File: src/rtl/mcc_adder_sync.sv
// mcc_adder_sync: registered N-bit unsigned adder built on segmented Manchester carry chains.
// Define MCC_PIPE2_EN to register the carries and propagates ahead of the sum XOR (latency 2).

module mcc_adder_sync_seg #(
  parameter int W = 4
) (
  input  logic [W-1:0] g,
  input  logic [W-1:0] k,
  input  logic [W-1:0] p,
  input  logic         cin,
  output logic [W-1:0] c,
  output logic         gg,
  output logic         pp
);
  logic run;
  logic grun;

  // Group terms are kept apart from the cin-driven chain so they never depend on cin.
  always_comb begin
    grun = 1'b0;
    for (int i = 0; i < W; i++) grun = g[i] | (p[i] & grun);
    gg = grun;
    pp = &p;
  end

  // Manchester node: generate pulls the carry high, kill discharges it, propagate passes it on.
  always_comb begin
    run = cin;
    c   = '0;
    for (int i = 0; i < W; i++) begin
      c[i] = run;
      run  = g[i] | (~k[i] & run);
    end
  end
endmodule

module mcc_adder_sync #(
  parameter int N   = 8,
  parameter int BLK = 4
) (
  input  logic           clk,
  input  logic           rst,
  input  logic [N-1:0]   a,
  input  logic [N-1:0]   b,
  output logic [2*N-1:0] sum,
  output logic           cout
);
  localparam int NSEG = (N + BLK - 1) / BLK;

  logic [N-1:0]    g, p, k, c, s;
  logic [NSEG-1:0] seg_g, seg_p, seg_c;
  logic            co, co_s, cr;

  assign g = a & b;
  assign p = a ^ b;
  assign k = ~(a | b);

  // Inter-segment ripple on group generate/propagate; seg_c is each segment's carry-in.
  always_comb begin
    cr = 1'b0;
    for (int sg = 0; sg < NSEG; sg++) begin
      seg_c[sg] = cr;
      cr        = seg_g[sg] | (seg_p[sg] & cr);
    end
    co = cr;
  end

  for (genvar sg = 0; sg < NSEG; sg++) begin : g_seg
    localparam int LO = sg * BLK;
    localparam int W  = (N - LO < BLK) ? (N - LO) : BLK;
    mcc_adder_sync_seg #(.W(W)) u_seg (
      .g   (g[LO +: W]),
      .k   (k[LO +: W]),
      .p   (p[LO +: W]),
      .cin (seg_c[sg]),
      .c   (c[LO +: W]),
      .gg  (seg_g[sg]),
      .pp  (seg_p[sg])
    );
  end

`ifdef MCC_PIPE2_EN
  typedef struct packed {
    logic [N-1:0] c;
    logic [N-1:0] p;
    logic         co;
  } mid_t;

  mid_t mid;

  always_ff @(posedge clk) begin
    if (rst) mid <= '0;
    else     mid <= '{c: c, p: p, co: co};
  end

  assign s    = mid.p ^ mid.c;
  assign co_s = mid.co;
`else
  assign s    = p ^ c;
  assign co_s = co;
`endif

  always_ff @(posedge clk) begin
    if (rst) sum <= '0;
    else     sum <= {{(N-1){1'b0}}, co_s, s};
  end

  assign cout = sum[N];
endmodule

File: config.mk
export PLATFORM = sky130hd
export DESIGN_NAME = mcc_adder_sync
export DESIGN_NICKNAME = d
export VERILOG_FILES = /design/src/rtl/mcc_adder_sync.sv
export SDC_FILE = /design/constraint.sdc
export NUM_CORES = 1
export LEC_CHECK = 0
export ABC_AREA = 1
export CAP_MARGIN = 10
export CORE_UTILIZATION = 41
export DETAILED_ROUTE_END_ITERATION = 10
export PLACE_DENSITY = 0.95
export SYNTH_ARGS = -nofsm -noshare
export SYNTH_HDL_FRONTEND = slang
export SYNTH_SLANG_ARGS = --single-unit
File: constraint.sdc
create_clock -name clk -period 4.9 [get_ports clk]
set_input_delay 0.735 -clock clk [delete_from_list [all_inputs] [get_ports clk]]
set_output_delay 0.735 -clock clk [all_outputs]
set_load 0.005 [all_outputs]
Yosys cells after proc, flatten, opt, wreduce, memory -nomap -nowiden. Cells that the tools add are included. W data, S select, Z words.

Bits of input ports: 18. Flip-flop bits (word level): 16. Output and inout port bits: 17. Logic and storage cells: 37.

Bitwise operators: 34. Reduce and logical (&&, ||, !) cells: 1.

Operators with widths (count): $xor A8 B8 Y8 (2); $and A1 B1 Y1 (12); $or A1 B1 Y1 (12); $and A8 B8 Y8 (1); $not A7 Y7 (1); $or A7 B7 Y7 (1); $not A1 Y1 (5); $reduce_and A4 Y1 (1).

Logic depth before layout (Yosys ltp). Gate-level depths: netlist of the first run.

Word-level depth: 14. Mapped depth: 12. Depth with buffers taken out: 12.

By module. A second synthesis of the first run with hierarchy kept.

Cell total of the unflattened synthesis: 126. Area total of the unflattened synthesis: 825.8 um2.

Modules (own cells, without submodules): mcc_adder_sync (cells an instance 86, times used 1, seq. area each 180.2 um2, area each 640.6 um2); mcc_adder_sync_seg (cells an instance 20, times used 2, seq. area each 0.0 um2, area each 92.6 um2).

Worst setup path after synthesis of the first run. OpenSTA, ideal clock, no wires.

Kind: input to register. From: in a[0]. To: reg sum[6]. Buffers on the path: 0. Required time: 4.836 ns. Cell stages on the path: 11. Arrival time: 2.582 ns. Library setup time: 0.064 ns. Path slack: 2.254 ns. Cells stage by stage: ha_1 fa_1 nand2_1 nand2_1 nand2_1 nand2_2 fa_1 inv_1 fa_1 fa_1 nor2_1.

Cells in the longest elaborated chain, start to end: 12.

RTL lines: from (decl) (RTL line 43) `input logic [N-1:0] a,`; $and A8 B8 Y8 (RTL line 54) `assign g = a & b;`; $and A1 B1 Y1 (RTL line 21) `for (int i = 0; i < W; i++) grun = g[i] | (p[i] & grun);`; $or A1 B1 Y1 (RTL line 21); $and A1 B1 Y1 (RTL line 21); $or A1 B1 Y1 (RTL line 21); $and A1 B1 Y1 (RTL line 21); $or A1 B1 Y1 (RTL line 21); $and A1 B1 Y1 (RTL line 32) `run = g[i] | (~k[i] & run);`; $or A1 B1 Y1 (RTL line 32); $and A1 B1 Y1 (RTL line 32); $or A1 B1 Y1 (RTL line 32); $xor A8 B8 Y8 (RTL line 99) `assign s = p ^ c;`; to (signal assigned) (RTL line 105) `else sum <= {{(N-1){1'b0}}, co_s, s};`; to (decl) (RTL line 45) `output logic [2*N-1:0] sum,`.

No other way between the ends. A chain may end at the register's enable or synchronous reset.

Final worst setup path of the first run. Ends and elaborated chain as after synthesis.

==> results of run 1 <==
## tightest hold or removal path: stages
cell             delay, ps
clkdlybuf4s50_1        460
ha_1                   120
inv_1                   40
nor2_1                  70
## logic make-up (layout without fill, tap and decap cells)
group | after synthesis | in the layout
buffers and inverters | 27 | 49
and+or+nand+nor | 20 | 20
adders and majority gates | 16 | 16
DFF | 9 | 9
AOI/OAI and AO/OA | 2 | 2
xor gates and xnor gates | 2 | 2
other | 1 | 7
## area by class of cell
type	count	area [um^2]
multi-input cells	47	373
clock buffers	4	26.3
fillers	107	569
flip-flops and latches	9	180
repair buffers	27	270
inverters	18	67.6
well taps	16	20.0
## through the flow
stage                     hold slack (ps)  utilization [%]
after floorplan                       954                -
after global routing                 1240             62.2
after detailed placement             1440             60.5
after CTS                            1220             62.2
after global placement               1430             60.5
final                                1200             62.2
## path summary, 6_finish.rpt
kind,slack (ps),startpoint,end,cells after the start
worst min-delay path,1200,b[0],sum[0]$_SDFF_PP0_,4
worst max-delay path,1970,a[0],sum[6]$_SDFF_PP0_,12
## synth_stat cells
| master | n |
|---|---|
| inv_1 | 18 |
| ha_1 | 11 |
| nand2_1 | 10 |
| dfxtp_1 | 9 |
| nor2_1 | 9 |
| buf_4 | 8 |
| fa_1 | 5 |
| xor2_1 | 2 |
| a21oi_1 | 1 |
| a21oi_2 | 1 |
| buf_2 | 1 |
| conb_1 | 1 |
| nand2_2 | 1 |
## power breakdown
part	leakage, uW	total (uW)	switching, uW	internal, uW
logic	0.000394	69.8	28.9	40.8
registers	0.0000750	84.3	2.32	81.9
clock network	0.0000150	55.0	23.7	31.2
## metal layers
metal / track usage (%) / wire length (um) / vias to the layer above / share of wire [%]
met4: 3.75 / 0 / 0 / 0
met2: 31.7 / 711 / 28 / 58
li1: - / - / 260 / -
met3: 4.31 / 111 / 0 / 9.0
met1: 16.1 / 413 / 222 / 33
met5: 0 / 0 / - / 0
==> impl_results.md, run 1 <==
* Final net count at 140
* Max reg flops at 9
* Register bit total from synthesis at 9
* Post-CTS resize count at 0
* Gate Count Post-Synth at 77
* CTS H-tree lvls at 1
* DRT Pass-1 Iters at 4
* Required time worst endpoint at 5080 ps
* Power per Cell Area at 223 mW/mm^2
* TNS Setup at 0 ps
* Leak at 0.000484 uW
* CP max stage delay at 410 ps
* Synth-to-layout area growth at 41.3%
* Pre-CTS WS at 1710 ps
* Final Max Tran Viols at 0
* Crit Path Max Fanout at 2
* Peak supply drop at 71.9 uV
* Top post-synthesis cells by area: dfxtp_1 27%, ha_1 21%, fa_1 15%
* Dpl cells at 117
* Final Hold Violating Endpoints at 0
* Warnings from Yosys at 0
* CP Class: in -> reg
* Hold buffers post-CTS at 0
* Antenna violations before repair at 0
* Post-CTS Setup Bufs at 0
* Fin cells at 121
* Critical path arrival at 3110 ps
* DPL Wire Length at 1.13 mm
* DR DRC count at 0
* CP Buf/Inv Count at 2
* Wire per inst at 10.2 um
* Maxcap violations at 0
* Leading cell type in the layout, fill and taps excluded: clkdlybuf4s50_1
* Initial Util at 44.0%
* Status: complete, no violations
* Routed WL at 1.24 mm
* Reg clk slew, reported paths at 60 ps
* CTS Buf Count at 3
* Die width at 42.2 um
* Crit-path cells: clkdlybuf4s50_1 > ha_1 > fa_1 > nand2_1 > nand2_1 > nand2_1 > nand2_2 > fa_1 > inv_1 > fa_1 > fa_1 > nor2_1
* First-pass GRT wire length at 2.09 mm
* Total chip power at 209 uW
* Crit path top cell by count: fa_1
* Synth Area in Simple Gates at 11.7%
* Largest net degree at the start of global routing at 10
* Largest family of logic cells by synthesized area: adder cells
* Syn Area/Cell at 8.61 um^2
* Gp weighted congestion at 0.729
* Max Buffers Root-to-Sink at 2
* Post-synthesis xor/xnor area fraction at 2.64%
* GRT Total Usage at 16.0%
* Routed vias/inst at 4.21
* DR iter-0 viols at 5
* Post-synthesis mux area share at 0%
* Post-synth cell types at 13
* Layout cell share with drive strength beyond 1 at 4.76%
* Compound-Gate Fraction of Synth Area at 2.08%
* Post-route minimum period at 2930 ps
* Synth area leader: dfxtp_1
* Clk sinks at 9
* Ant. Diodes at 0
* Sequential share of the synthesized area at 27.2%
* GRT overflow at 0
* HP Class: in -> reg
* Top reg by flops: sum
* Via count at 510
* Finished Cell Area at 937 um^2
* DIE AREA at 0.00178 mm^2
* Largest regs: sum: 9 flops
* Cell area after synthesis at 663 um^2
* Slack of the critical path at 1970 ps
* Std-Cell Rows at 14
* Core Footprint at 0.00151 mm^2
* Synth top area share at 27.2%
* Most frequent cells in the layout: 27 x clkdlybuf4s50_1, 18 x inv_1, 11 x ha_1
* Final antenna-violating net count at 0
* Fin crit share at 59.8%
* Ports at 35
* Final setup violation count at 0
* Crit path max-delay cell type: fa_1
* Clock Tree Root: clkbuf_4
* Critical path launch point type: input port
* DP Area at 911 um^2
* Die Ht at 42.2 um
* RSZ-0062 raised after global routing: no
* CP top delay family: adder cells
* PortBufs at 27
* Number of global-route vias before repair at 513
* CTS tree: yes
* Synth Area in Adders at 35.8%
* Max Clock Freq at 341 MHz
* Critical Path End Type: register
Power figures use the tool's default switching activity.
==> run 2, diff against run 1 <==
--- a/config.mk
+++ b/config.mk
@@ -7,9 +7,9 @@
 export LEC_CHECK = 0
 export ABC_AREA = 1
 export CAP_MARGIN = 10
-export CORE_UTILIZATION = 41
+export CORE_UTILIZATION = 34
 export DETAILED_ROUTE_END_ITERATION = 10
-export PLACE_DENSITY = 0.95
+export PLACE_DENSITY = 0.86
 export SYNTH_ARGS = -nofsm -noshare
 export SYNTH_HDL_FRONTEND = slang
 export SYNTH_SLANG_ARGS = --single-unit
==> constraint.sdc (replaced) <==
create_clock -name clk -period 2.4 [get_ports clk]
set_input_delay 0.36 -clock clk [delete_from_list [all_inputs] [get_ports clk]]
set_output_delay 0.36 -clock clk [all_outputs]
set_load 0.005 [all_outputs]
==> run 2 against run 1 <==
Power rose by 120%. Clock-buffer cell count did not move. Sequential share of layout area fell by 2.0 points. Non-clock buffer count rose by 12. Critical path depth did not move. Die area rose by 20%. Hold slack got worse by 650 ps. Largest cell class unchanged.
==> impl_results.md, run 2 (synthesis results as in run 1) <==
* Status: complete, no violations
* Hold buffers post-CTS at 0 (unchanged)
* Reg clk slew, reported paths at 60 ps (about the same)
* Max reg flops at 9 (unchanged)
* CTS H-tree lvls at 1 (unchanged)
* Ant. Diodes at 0 (unchanged)
* Routed WL at 1.50 mm (+21%)
* Gp weighted congestion at 0.773 (+6.1%)
* RSZ-0062 raised after global routing: no
* Final Hold Violating Endpoints at 0 (unchanged)
* Most frequent cells in the layout: 21 x clkdlybuf4s50_1, 17 x inv_1, 12 x buf_4
* Critical Path End Type: register
* TNS Setup at 0 ps (unchanged)
* Wire per inst at 10.6 um (+3.3%)
* PortBufs at 27 (unchanged)
* HP Class: in -> reg
* DRT Pass-1 Iters at 2 (-2)
* Peak supply drop at 161 uV (+120%)
* Fin cells at 142 (+17%)
* Ports at 35 (unchanged)
* Final antenna-violating net count at 0 (unchanged)
* Clk sinks at 9 (unchanged)
* Die Ht at 46.2 um (+9.4%)
* Required time worst endpoint at 2580 ps (-2500 ps)
* Via count at 576 (+13%)
* First-pass GRT wire length at 2.19 mm (+5.0%)
* Antenna violations before repair at 0 (unchanged)
* Finished Cell Area at 0.00105 mm^2 (+12%)
* Post-route minimum period at 2350 ps
* CP Class: in -> reg
* GRT Total Usage at 15.3% (-0.70 points)
* Largest regs: sum: 9 flops
* Initial Util at 37.2% (-6.8 points)
* DR DRC count at 0 (unchanged)
* DR iter-0 viols at 11 (+6)
* Power per Cell Area at 444 mW/mm^2 (+99%)
* Std-Cell Rows at 15 (+1)
* Max Clock Freq at 426 MHz
* Max Buffers Root-to-Sink at 2 (unchanged)
* Number of global-route vias before repair at 526 (+2.5%)
* Fin crit share at 97.8%
* Routed vias/inst at 4.06 (-3.8%)
* Core Footprint at 0.00178 mm^2 (+18%)
* Clock Tree Root: clkbuf_4
* CTS Buf Count at 3 (unchanged)
* DP Area at 952 um^2 (+4.5%)
* GRT overflow at 0 (unchanged)
* Maxcap violations at 0 (unchanged)
* Final setup violation count at 0 (unchanged)
* Critical path launch point type: input port
* Total chip power at 465 uW (+120%)
* Largest net degree at the start of global routing at 10 (unchanged)
* DPL Wire Length at 1.02 mm (-9.7%)
* Critical path arrival at 2530 ps (-580 ps)
* Pre-CTS WS at -439 ps (-2150 ps)
* Crit Path Max Fanout at 2 (unchanged)
* Dpl cells at 130 (+11%)
* Top reg by flops: sum
* CTS tree: yes
* DIE AREA at 0.00213 mm^2 (+20%)
* Synth-to-layout area growth at 57.9%
* Die width at 46.2 um (+9.4%)
* Final net count at 152 (+8.6%)
* Leak at 0.000552 uW (+14%)
* Slack of the critical path at 53.5 ps (-1920 ps)
* Layout cell share with drive strength beyond 1 at 19.7% (+15 points)
* Final Max Tran Viols at 0 (unchanged)
* Leading cell type in the layout, fill and taps excluded: clkdlybuf4s50_1
run 2: worst max-delay path, stage by stage:
cell           delay (ps)
dlygate4sd2_1         240
ha_2                  180
fa_2                  340
nand2_1                80
nand2_1                60
nand2_1                70
nand2_2                70
fa_2                  330
inv_2                  60
fa_2                  190
fa_2                  430
nor2_1                130
run 2: area by class of cell:
| type | count | area [um^2] |
|---|---|---|
| repair buffers | 39 | 357 |
| inverters | 18 | 67.6 |
| fillers | 137 | 736 |
| clock buffers | 4 | 26.3 |
| well taps | 25 | 31.3 |
| flip-flops and latches | 9 | 180 |
| multi-input cells | 47 | 385 |
run 2: what timing repair did:
action                     CTS  global route
gates resized for setup     11             1
pin swaps                   11             6
setup buffers                7             1
setup endpoints to repair    3             2
run 2: worst paths after layout:
path,startpoint,end,slack (ps),cells after the start
worst max-delay path,b[0],sum[6]$_SDFF_PP0_,50,12
worst min-delay path,b[1],sum[1]$_SDFF_PP0_,550,4
run 2: where the power goes:
group | switching [uW] | leakage (uW) | internal (uW)
clock | 51.7 | 0.0000150 | 64.0
combinational | 71.7 | 0.000462 | 105
sequential | 4.59 | 0.0000750 | 167
total | 128 | 0.000552 | 337
run 2: per-layer routing:
| layer | part of all wire, % | GRT usage, % |
|---|---|---|
| met1 | 41 | 15.2 |
| met2 | 51 | 29.9 |
| met3 | 5.1 | 1.57 |
| met4 | 2.2 | 8.82 |
| met5 | 0 | 0 |
run 2: stage by stage:
stage          hold WS [ps]  utilization, %
6_report                553            58.7
4_1_cts                 617            58.2
5_1_grt                 610            58.7
3_5_place_dp           1060            53.4
2_1_floorplan           579               -
3_3_place_gp           1060            53.4
